==> src/rtl/sum_uart_pkg.sv <==
// Shared types and constants for the sum-latch UART sequencer: FSM states,
// ASCII byte values, frame sizing and the hex-to-ASCII helper.
package sum_uart_pkg;

    typedef enum logic [2:0] {
        IDLE,
        LOAD,
        WAIT_HI,
        WAIT_LO,
        DONE
    } seq_state_t;

    localparam logic [7:0] ASCII_ZERO       = 8'h30;
    localparam logic [7:0] ASCII_CR         = 8'h0D;
    localparam logic [7:0] ASCII_LF         = 8'h0A;
    localparam logic [7:0] ASCII_PLUS       = 8'h2B;
    localparam logic [7:0] ASCII_EQ         = 8'h3D;
    localparam logic [7:0] ASCII_ALPHA_BASE = 8'h37;

    // Longest frame: four echo bytes, two digits, CR and LF.
    localparam int MAX_FRAME_LEN = 8;
    localparam int IDX_W         = $clog2(MAX_FRAME_LEN);

    function automatic logic [7:0] hex_to_ascii(input logic [3:0] nib);
        if (nib < 4'd10)
            return ASCII_ZERO + {4'd0, nib};
        else
            return ASCII_ALPHA_BASE + {4'd0, nib};
    endfunction

endpackage

==> src/rtl/sum_uart_sequencer_button_edge_sync.sv <==
// Button synchronizer (preset high = released) followed by a registered
// falling-edge detector; the pulse appears SYNC_STAGES+1 cycles after the pin falls.
module button_edge_sync #(
    parameter int SYNC_STAGES = 2
) (
    input  logic clk,
    input  logic reset_n,
    input  logic btn_n,
    output logic fall_pulse
);

    logic [SYNC_STAGES-1:0] sync_p0;
    logic                   level_p1;

    always_ff @(posedge clk or negedge reset_n) begin
        if (!reset_n) begin
            sync_p0    <= '1;
            level_p1   <= 1'b1;
            fall_pulse <= 1'b0;
        end else begin
            sync_p0    <= {sync_p0[SYNC_STAGES-2:0], btn_n};
            level_p1   <= sync_p0[SYNC_STAGES-1];
            fall_pulse <= level_p1 & ~sync_p0[SYNC_STAGES-1];
        end
    end

endmodule

==> src/rtl/sum_uart_sequencer.sv <==
// Captures operands A/B from button strobes, adds them and sequences the ASCII
// frame into a UART TX. Optional macro SUM_ECHO_OPERANDS_EN prepends "A+B=" in hex.
module sum_uart_sequencer
    import sum_uart_pkg::*;
#(
    parameter int SYNC_STAGES = 2,
    parameter int TERM_CRLF   = 1
) (
    input  logic       clk,
    input  logic       reset_n,
    input  logic       save_a_n,
    input  logic       save_b_n,
    input  logic [3:0] data_input,
    input  logic       uart_tx_busy,
    output logic       tx_start,
    output logic [7:0] tx_data,
    output logic [4:0] sum_out,
    output logic       a_valid,
    output logic       b_valid,
    output logic       seq_busy
);

`ifdef SUM_ECHO_OPERANDS_EN
    localparam int ECHO_LEN = 4;
`else
    localparam int ECHO_LEN = 0;
`endif
    localparam int TERM_LEN  = (TERM_CRLF != 0) ? 2 : 1;
    localparam int FRAME_LEN = ECHO_LEN + 2 + TERM_LEN;
    localparam logic [IDX_W-1:0] LAST_IDX = IDX_W'(FRAME_LEN - 1);

    seq_state_t       state;
    logic [3:0]       op_a;
    logic [3:0]       op_b;
    logic [IDX_W-1:0] idx;
    logic             cap_a;
    logic             cap_b;
    logic [3:0]       a_next;
    logic [3:0]       b_next;
    logic [1:0]       sum_tens;
    logic [3:0]       sum_ones;
    logic [IDX_W-1:0] tail_idx;
    logic [7:0]       cur_byte;

    button_edge_sync #(.SYNC_STAGES(SYNC_STAGES)) u_sync_a (
        .clk        (clk),
        .reset_n    (reset_n),
        .btn_n      (save_a_n),
        .fall_pulse (cap_a)
    );

    button_edge_sync #(.SYNC_STAGES(SYNC_STAGES)) u_sync_b (
        .clk        (clk),
        .reset_n    (reset_n),
        .btn_n      (save_b_n),
        .fall_pulse (cap_b)
    );

    // A capture landing in the same cycle the sum is formed must be reflected in it.
    assign a_next = cap_a ? data_input : op_a;
    assign b_next = cap_b ? data_input : op_b;

    always_comb begin
        sum_tens = (sum_out >= 5'd30) ? 2'd3 :
                   (sum_out >= 5'd20) ? 2'd2 :
                   (sum_out >= 5'd10) ? 2'd1 : 2'd0;
        sum_ones = 4'(sum_out - 5'(sum_tens) * 5'd10);
    end

    always_comb begin
        tail_idx = idx - IDX_W'(ECHO_LEN);
        case (tail_idx)
            IDX_W'(0): cur_byte = ASCII_ZERO + {6'd0, sum_tens};
            IDX_W'(1): cur_byte = ASCII_ZERO + {4'd0, sum_ones};
            IDX_W'(2): cur_byte = (TERM_CRLF != 0) ? ASCII_CR : ASCII_LF;
            default:   cur_byte = ASCII_LF;
        endcase
`ifdef SUM_ECHO_OPERANDS_EN
        case (idx)
            IDX_W'(0): cur_byte = hex_to_ascii(op_a);
            IDX_W'(1): cur_byte = ASCII_PLUS;
            IDX_W'(2): cur_byte = hex_to_ascii(op_b);
            IDX_W'(3): cur_byte = ASCII_EQ;
            default:   ;
        endcase
`endif
    end

    always_ff @(posedge clk or negedge reset_n) begin
        if (!reset_n) begin
            state    <= IDLE;
            op_a     <= '0;
            op_b     <= '0;
            a_valid  <= 1'b0;
            b_valid  <= 1'b0;
            sum_out  <= '0;
            idx      <= '0;
            tx_start <= 1'b0;
            tx_data  <= '0;
            seq_busy <= 1'b0;
        end else begin
            tx_start <= 1'b0;
            case (state)
                IDLE: begin
                    if (cap_a) begin
                        op_a    <= data_input;
                        a_valid <= 1'b1;
                    end
                    if (cap_b) begin
                        op_b    <= data_input;
                        b_valid <= 1'b1;
                    end
                    if (a_valid && b_valid) begin
                        sum_out  <= 5'(a_next) + 5'(b_next);
                        seq_busy <= 1'b1;
                        state    <= LOAD;
                    end
                end
                LOAD: begin
                    tx_data <= cur_byte;
                    if (!uart_tx_busy) begin
                        tx_start <= 1'b1;
                        state    <= WAIT_HI;
                    end
                end
                WAIT_HI: begin
                    if (uart_tx_busy)
                        state <= WAIT_LO;
                end
                WAIT_LO: begin
                    if (!uart_tx_busy) begin
                        idx   <= idx + 1'b1;
                        state <= (idx == LAST_IDX) ? DONE : LOAD;
                    end
                end
                DONE: begin
                    a_valid  <= 1'b0;
                    b_valid  <= 1'b0;
                    idx      <= '0;
                    seq_busy <= 1'b0;
                    state    <= IDLE;
                end
                default: state <= IDLE;
            endcase
        end
    end

endmodule

==> config.mk <==
export PLATFORM = sky130hd
export DESIGN_NAME = sum_uart_sequencer
export DESIGN_NICKNAME = d
export VERILOG_FILES = /design/src/rtl/sum_uart_pkg.sv /design/src/rtl/sum_uart_sequencer_button_edge_sync.sv /design/src/rtl/sum_uart_sequencer.sv
export SDC_FILE = /design/constraint.sdc
export NUM_CORES = 1
export LEC_CHECK = 0
export ABC_AREA = 0
export ABC_CLOCK_PERIOD_IN_PS = 2300
export CORE_MARGIN = 5
export CORE_UTILIZATION = 56
export CTS_BUF_LIST = sky130_fd_sc_hd__clkbuf_4
export CTS_CLUSTER_SIZE = 24
export DETAILED_ROUTE_END_ITERATION = 6
export MAX_ROUTING_LAYER = met4
export PLACE_DENSITY = 0.82
export SLEW_MARGIN = 0
export SYNTH_ARGS = -nofsm -noshare
export SYNTH_HDL_FRONTEND = slang
export SYNTH_SLANG_ARGS = --single-unit
==> constraint.sdc <==
create_clock -name clk -period 2.3 [get_ports clk]
set_input_delay 0.23 -clock clk [delete_from_list [all_inputs] [get_ports clk]]
set_output_delay 0.23 -clock clk [all_outputs]
set_load 0.1 [all_outputs]
## Word-level counts from Yosys, hierarchy flattened

Cells that the tools add are included.

| word-level totals | value |
|---|---|
| bits in writable memories | 0 |
| ROM bits | 0 |
| input bits | 9 |
| output and inout bits | 17 |
| bits in latches | 0 |
| memories kept | 0 |
| register bits | 39 |
| logic and storage cells | 75 |

| cells by class | value |
|---|---|
| divide/modulo/power cells | 0 |
| reductions and logical operators | 11 |
| eq/ne operators | 13 |
| bitwise logic cells | 4 |
| shift-type cells | 0 |
| $lt $le $gt $ge | 3 |
| $add $sub $neg | 5 |
| $mul | 1 |
| multiplexer cells | 22 |

Operator list:

| operator | number |
|---|---|
| one-hot mux 7 bit (3 select lines) | 1 |
| two-way mux 3 bit | 6 |
| equality test 3 x 2 -> 1 bit (second input constant) | 4 |
| one-hot mux 3 bit (4 select lines) | 1 |
| greater-or-equal comparator 5 bit (second input constant) | 2 |
| AND reduction 2 bit | 5 |
| two-way mux 4 bit | 2 |
| inequality test 2 bit (second input constant) | 4 |
| adder 6 x 2 -> 7 bit (first input constant) | 1 |
| adder 6 x 4 -> 7 bit (first input constant) | 1 |
| equality test 3 x 1 -> 1 bit (second input constant) | 2 |
| zero test 3 bit | 2 |
| two-way mux 1 bit | 6 |
| one-hot mux 1 bit (2 select lines) | 3 |
| one-hot mux 3 bit (2 select lines) | 1 |
| adder 4 x 4 -> 5 bit | 1 |
| greater-or-equal comparator 5 x 4 -> 1 bit (second input constant) | 1 |
| two-way mux 2 bit | 2 |
| inequality test 2 x 1 -> 1 bit (second input constant) | 2 |
| AND reduction 4 bit | 1 |
| nonzero test 2 bit | 2 |
| subtractor 4 bit | 1 |
| adder 3 x 1 -> 3 bit (second input constant) | 1 |
| equality test 3 bit (second input constant) | 1 |
| other kinds (4) | 6 |

## Longest topological paths before layout

| depth | value |
|---|---|
| depth in word-level cells | 8 |
| depth in mapped cells | 8 |
| gate-level depth less buffers | 8 |

## Modules after synthesis

A second synthesis with hierarchy kept.

| unflattened totals | value |
|---|---|
| cell total of the unflattened synthesis | 165 |
| area, all modules | 1825.5 um^2 |

Modules (own cells, without submodules):

| module | area each (um^2) | cells each | instances | sequential area each (um^2) |
|---|---|---|---|---|
| sum_uart_sequencer | 1590.3 | 155 | 1 | 700.7 |
| button_edge_sync | 117.6 | 5 | 2 | 103.8 |

## Worst setup path before layout

OpenSTA, ideal clock, no wires.

| timing path | value |
|---|---|
| path kind | reg-to-reg |
| start point | reg sum_out[4] |
| end point | reg tx_data[2] |
| required time | 2.171 ns |
| setup time | 0.129 ns |
| setup slack | -0.143 ns |
| period minus slack after synthesis | 2.443 ns |
| path buffers | 0 |
| stages on the path, launching flop included | 8 |
| data arrival time | 2.314 ns |
| cells stage by stage | dfrtp_1 > o21ai_0 > a22o_1 > ha_1 > fa_1 > nor2b_1 > o21ai_0 > o21ai_0 |

| between the ends | value |
|---|---|
| word-level cells in the longest chain between the ends | 8 |
| elaborated cells on any way between the ends | 11 |
| classes of those cells | 3 x add/sub; 1 x mul; 3 x order compare; 4 x mux |

RTL lines:

| item | line | text |
|---|---|---|
| start, declared | sum_uart_sequencer.sv:17 | `output logic [4:0] sum_out,` |
| start signal, assigned | sum_uart_sequencer.sv:114 | `sum_out <= 5'(a_next) + 5'(b_next);` |
| greater-or-equal comparator 5 x 4 -> 1 bit | sum_uart_sequencer.sv:66 | `(sum_out >= 5'd10) ? 2'd1 : 2'd0;` |
| two-way mux 1 bit | sum_uart_sequencer.sv:66 |  |
| two-way mux 2 bit | sum_uart_sequencer.sv:65 | `(sum_out >= 5'd20) ? 2'd2 :` |
| two-way mux 2 bit * | sum_uart_sequencer.sv:64 | `sum_tens = (sum_out >= 5'd30) ? 2'd3 :` |
| multiplier 2 x 3 -> 3 bit | sum_uart_sequencer.sv:67 | `sum_ones = 4'(sum_out - 5'(sum_tens) * 5'd10);` |
| subtractor 4 bit | sum_uart_sequencer.sv:67 |  |
| adder 6 x 4 -> 7 bit | sum_uart_sequencer.sv:74 | `IDX_W'(1): cur_byte = ASCII_ZERO + {4'd0, sum_ones};` |
| one-hot mux 7 bit (3 select lines) * | sum_uart_sequencer.sv:72 | `case (tail_idx)` |
| end signal, assigned | sum_uart_sequencer.sv:120 | `tx_data <= cur_byte;` |
| end, declared | sum_uart_sequencer.sv:16 | `output logic [7:0] tx_data,` |

Mark *: on every way between the ends. The rest lies on a longest branch, timed or not.
A chain may end at the register's enable or synchronous reset.

## Final worst setup path

| timing path | value |
|---|---|
| start point | reg u_sync_a.fall_pulse |
| end point | reg sum_out[3] |

| between the ends | value |
|---|---|
| word-level cells in the longest chain between the ends | 2 |

RTL lines:

| item | line | text |
|---|---|---|
| start, declared | sum_uart_sequencer_button_edge_sync.sv:9 | `output logic fall_pulse` |
| start signal, assigned | sum_uart_sequencer_button_edge_sync.sv:23 | `fall_pulse <= level_p1 & ~sync_p0[SYNC_STAGES-1];` |
| two-way mux 4 bit | - |  |
| net a_next[1] | sum_uart_sequencer.sv:38 | `logic [3:0] a_next;` |
| adder 4 x 4 -> 5 bit | sum_uart_sequencer.sv:114 |  |

The timed path passes the listed nets, and every way through them passes these cells.

==> reports/metrics.csv <==
stage;metric;value;unit
run_status;status;finished, final reports clean;
global_routing;grt-ovfl-total;0;
worst_setup_path;crit_path_start_kind;register;
floorplanning;die_h;66.9;um
route;antenna_left;0;
clock_tree;clock-root-buffer;clkbuf_4;
worst_setup_path;cp-end-kind;register;
synth;yosysTopAreaCell;dfrtp_1;
worst_setup_path;worst-setup-path-type;register to register;
sta;clock_skew;0.00699;ns
route;drtPass1Iterations;4;
sta;setup_tns;0;ns
synth;yosysWarnings;0;
worst_setup_path;cp.required;2.51;ns
synth;synthXorXnorAreaFrac;0.0194;
clock_tree;cts_tree;built;
synth;synth_flop_cell;dfrtp_1;
worst_setup_path;ff2ff_setup_slack;0.34;ns
floorplanning;coreArea;3080;um2
route;drcViolationCount;0;
worst_setup_path;rr_worst_depth;7;
layout;area_growth;15.5;%
clock_tree;cts_setup_buffers;0;
sta;slew_viol_final;0;
clock_tree;cts_htree_levels;2;
placed_design;portBuffers;23;
global_routing;gr-usage-met3;0.0472;
clock_tree;clk_pin_slew;0.11;ns
synth;synthCells;164;
route;wire_per_inst;14.2;um
synth;ys_ff_latch;36;
synth;synth_top_family_by_area;compound AO/OA/AOI/OAI gates;
clock_tree;cts_buffers;5;
worst_setup_path;r2r-start;u_sync_a.fall_pulse;
synth;synth_compound_area_frac;0.124;
clock_tree;cts_resized;0;
layout;drive_gt1_frac;0.266;
synth;synth_top_cells_by_area;dfrtp_1 41%, dfstp_2 8.7%, mux2_2 8.1%;
synth;synth_simple_gate_area_frac;0.115;
synth;syn_area;1810;um2
sta;timing.fmax;511;MHz
placed_design;dpl.hpwl;2.64;mm
clock_tree;clockBufferDepth;2;
layout;nNetsFinal;212;
route;routed_wl;3.36;mm
synth;synth_enable_flop_cells;0;
synth;post-synth-top-count-cell;dfrtp_1;
worst_setup_path;worst-path-max-fanout;5;
global_routing;met2_usage;0.311;
global_routing;grt_pass1_vias;1246;
global_routing;grt_util_all_layers;0.175;
global_routing;grt_pass1_wl;5.55;mm
route;avgViaCountPerCell;5.20;
floorplanning;die_area;4470;um2
sta;hold_violations;0;
worst_setup_path;r2r-end;sum_out[3];
clock_tree;cts-hold-fix-buffers;0;
global_routing;antenna_found_initial;0;
synth;ys_types;36;
floorplanning;initial_core_util;0.588;
global_routing;use_met1;0.185;
synth;postSynthAreaPerCell;11.0;um2
min_path;worstHoldPathType;input port to async pin;
synth;yosysTopAreaCellShare;0.415;
layout;num_antenna_cells;0;
synth;synth-seq-area-share;0.502;
synth;synthMuxAreaShare;0.0919;
synth;synthAdderAreaFrac;0.0968;
sta;finalCritPeriodShare;0.852;
worst_setup_path;cp.arrival;2.17;ns
clock_tree;clock_latency;0.34;ns
synth;synthTopCellsByCount;30 x dfrtp_1, 13 x a21oi_1, 13 x mux2_2;
sta;rsz0062_at_grt;false;
clock_tree;cts_sinks;36;
route;drtIter0Drc;60;
route;num_vias;1227;
floorplanning;ios;26;
floorplanning;std_cell_rows;20;
global_routing;busiest_layer;met2;
sta;period_minus_slack;1.96;ns
sta;finalSetupViolCount;0;
global_routing;grt_max_degree;16;
synth;synthArstFlopShare;1.00;
flow_run;cap_viol_max_count;0;
placed_design;routabilityCongestion;0.856;
floorplanning;die_w;66.9;um
-- logic make-up (layout without fill, tap and decap cells) --
kind of cell | Yosys count | count (layout)
AOI/OAI and AO/OA | 36 | 36
DFF | 36 | 36
buffers and inverters | 16 | 43
muxes | 15 | 15
adders and majority gates | 13 | 13
xor gates and xnor gates | 4 | 4
and+or+nand+nor | 43 | 43
other | 1 | 2
-- layout by cell type, fill, tap and decap left out, drive strengths merged, types with 5 or more instances in the layout --
cell type | netlist | final
a21oi | 13 | 13
buf | 7 | 18
dfrtp | 30 | 30
nor2 | 12 | 12
mux2 | 13 | 13
clkbuf | 0 | 5
dfstp | 6 | 6
o21ai | 10 | 10
inv | 9 | 9
nand2 | 12 | 12
ha | 10 | 10
nor2b | 8 | 8
clkdlybuf4s50 | 0 | 8
-- area by class of cell --
cell class / instances / area, um2
fill: 248 / 987
sequential: 36 / 913
multi-input combinational: 113 / 817
timing repair buffer: 26 / 215
tap: 44 / 55.1
clock buffer: 5 / 37.5
inverter: 9 / 33.8
clock inverter: 3 / 18.8
-- sequential cells by signal (all words and copies together), names as in the netlist, 2 cells and up --
name and flops:
sum_out 5, op_a 4, tx_data 5, u_sync_b.sync_p0 2, state 3, u_sync_a.sync_p0 2, idx 3, op_b 4
-- through the flow --
stage / cells / utilization / hold slack [ns] / worst slack (ns) / instance area, um2
after floorplan: 165 / - / -0.0656 / 0.198 / 1820
after global placement: 228 / 0.661 / 0.345 / 0.297 / 2030
after CTS: 236 / 0.679 / 0.183 / 0.321 / 2090
after detailed placement: 228 / 0.661 / 0.347 / 0.210 / 2030
final: 236 / 0.679 / 0.184 / 0.341 / 2090
after global routing: 236 / 0.679 / 0.193 / 0.174 / 2090
-- worst max-delay path, stage by stage (launching register included) --
cell and delay (ns):
dfrtp_1 0.50, mux2i_1 0.38, inv_1 0.09, ha_1 0.30, a21o_1 0.18, a21oi_1 0.16
xor2_1 0.15, o21ai_0 0.09
-- routing by layer --
metal | wire, um | share of wire
met1 | 1420 | 0.42
met3 | 174 | 0.052
met2 | 1730 | 0.51
met4 | 33 | 0.0098
met5 | 0 | 0
-- worst max path at each step --
stage | start | end | slack [ns] | cells past startpoint
floorplan | sum_out[4] | tx_data[2] | 0.20 | 7
global route | u_sync_b.fall_pulse | sum_out[3] | 0.17 | 7
global placement | data_input[1] | sum_out[3] | 0.30 | 8
finish | u_sync_a.fall_pulse | sum_out[3] | 0.34 | 7
CTS | u_sync_b.fall_pulse | sum_out[3] | 0.32 | 7
detailed placement | data_input[1] | sum_out[3] | 0.21 | 8
Power is not shown: default switching activity piles up to over one toggle a cycle in this logic, so the estimate is an artifact.
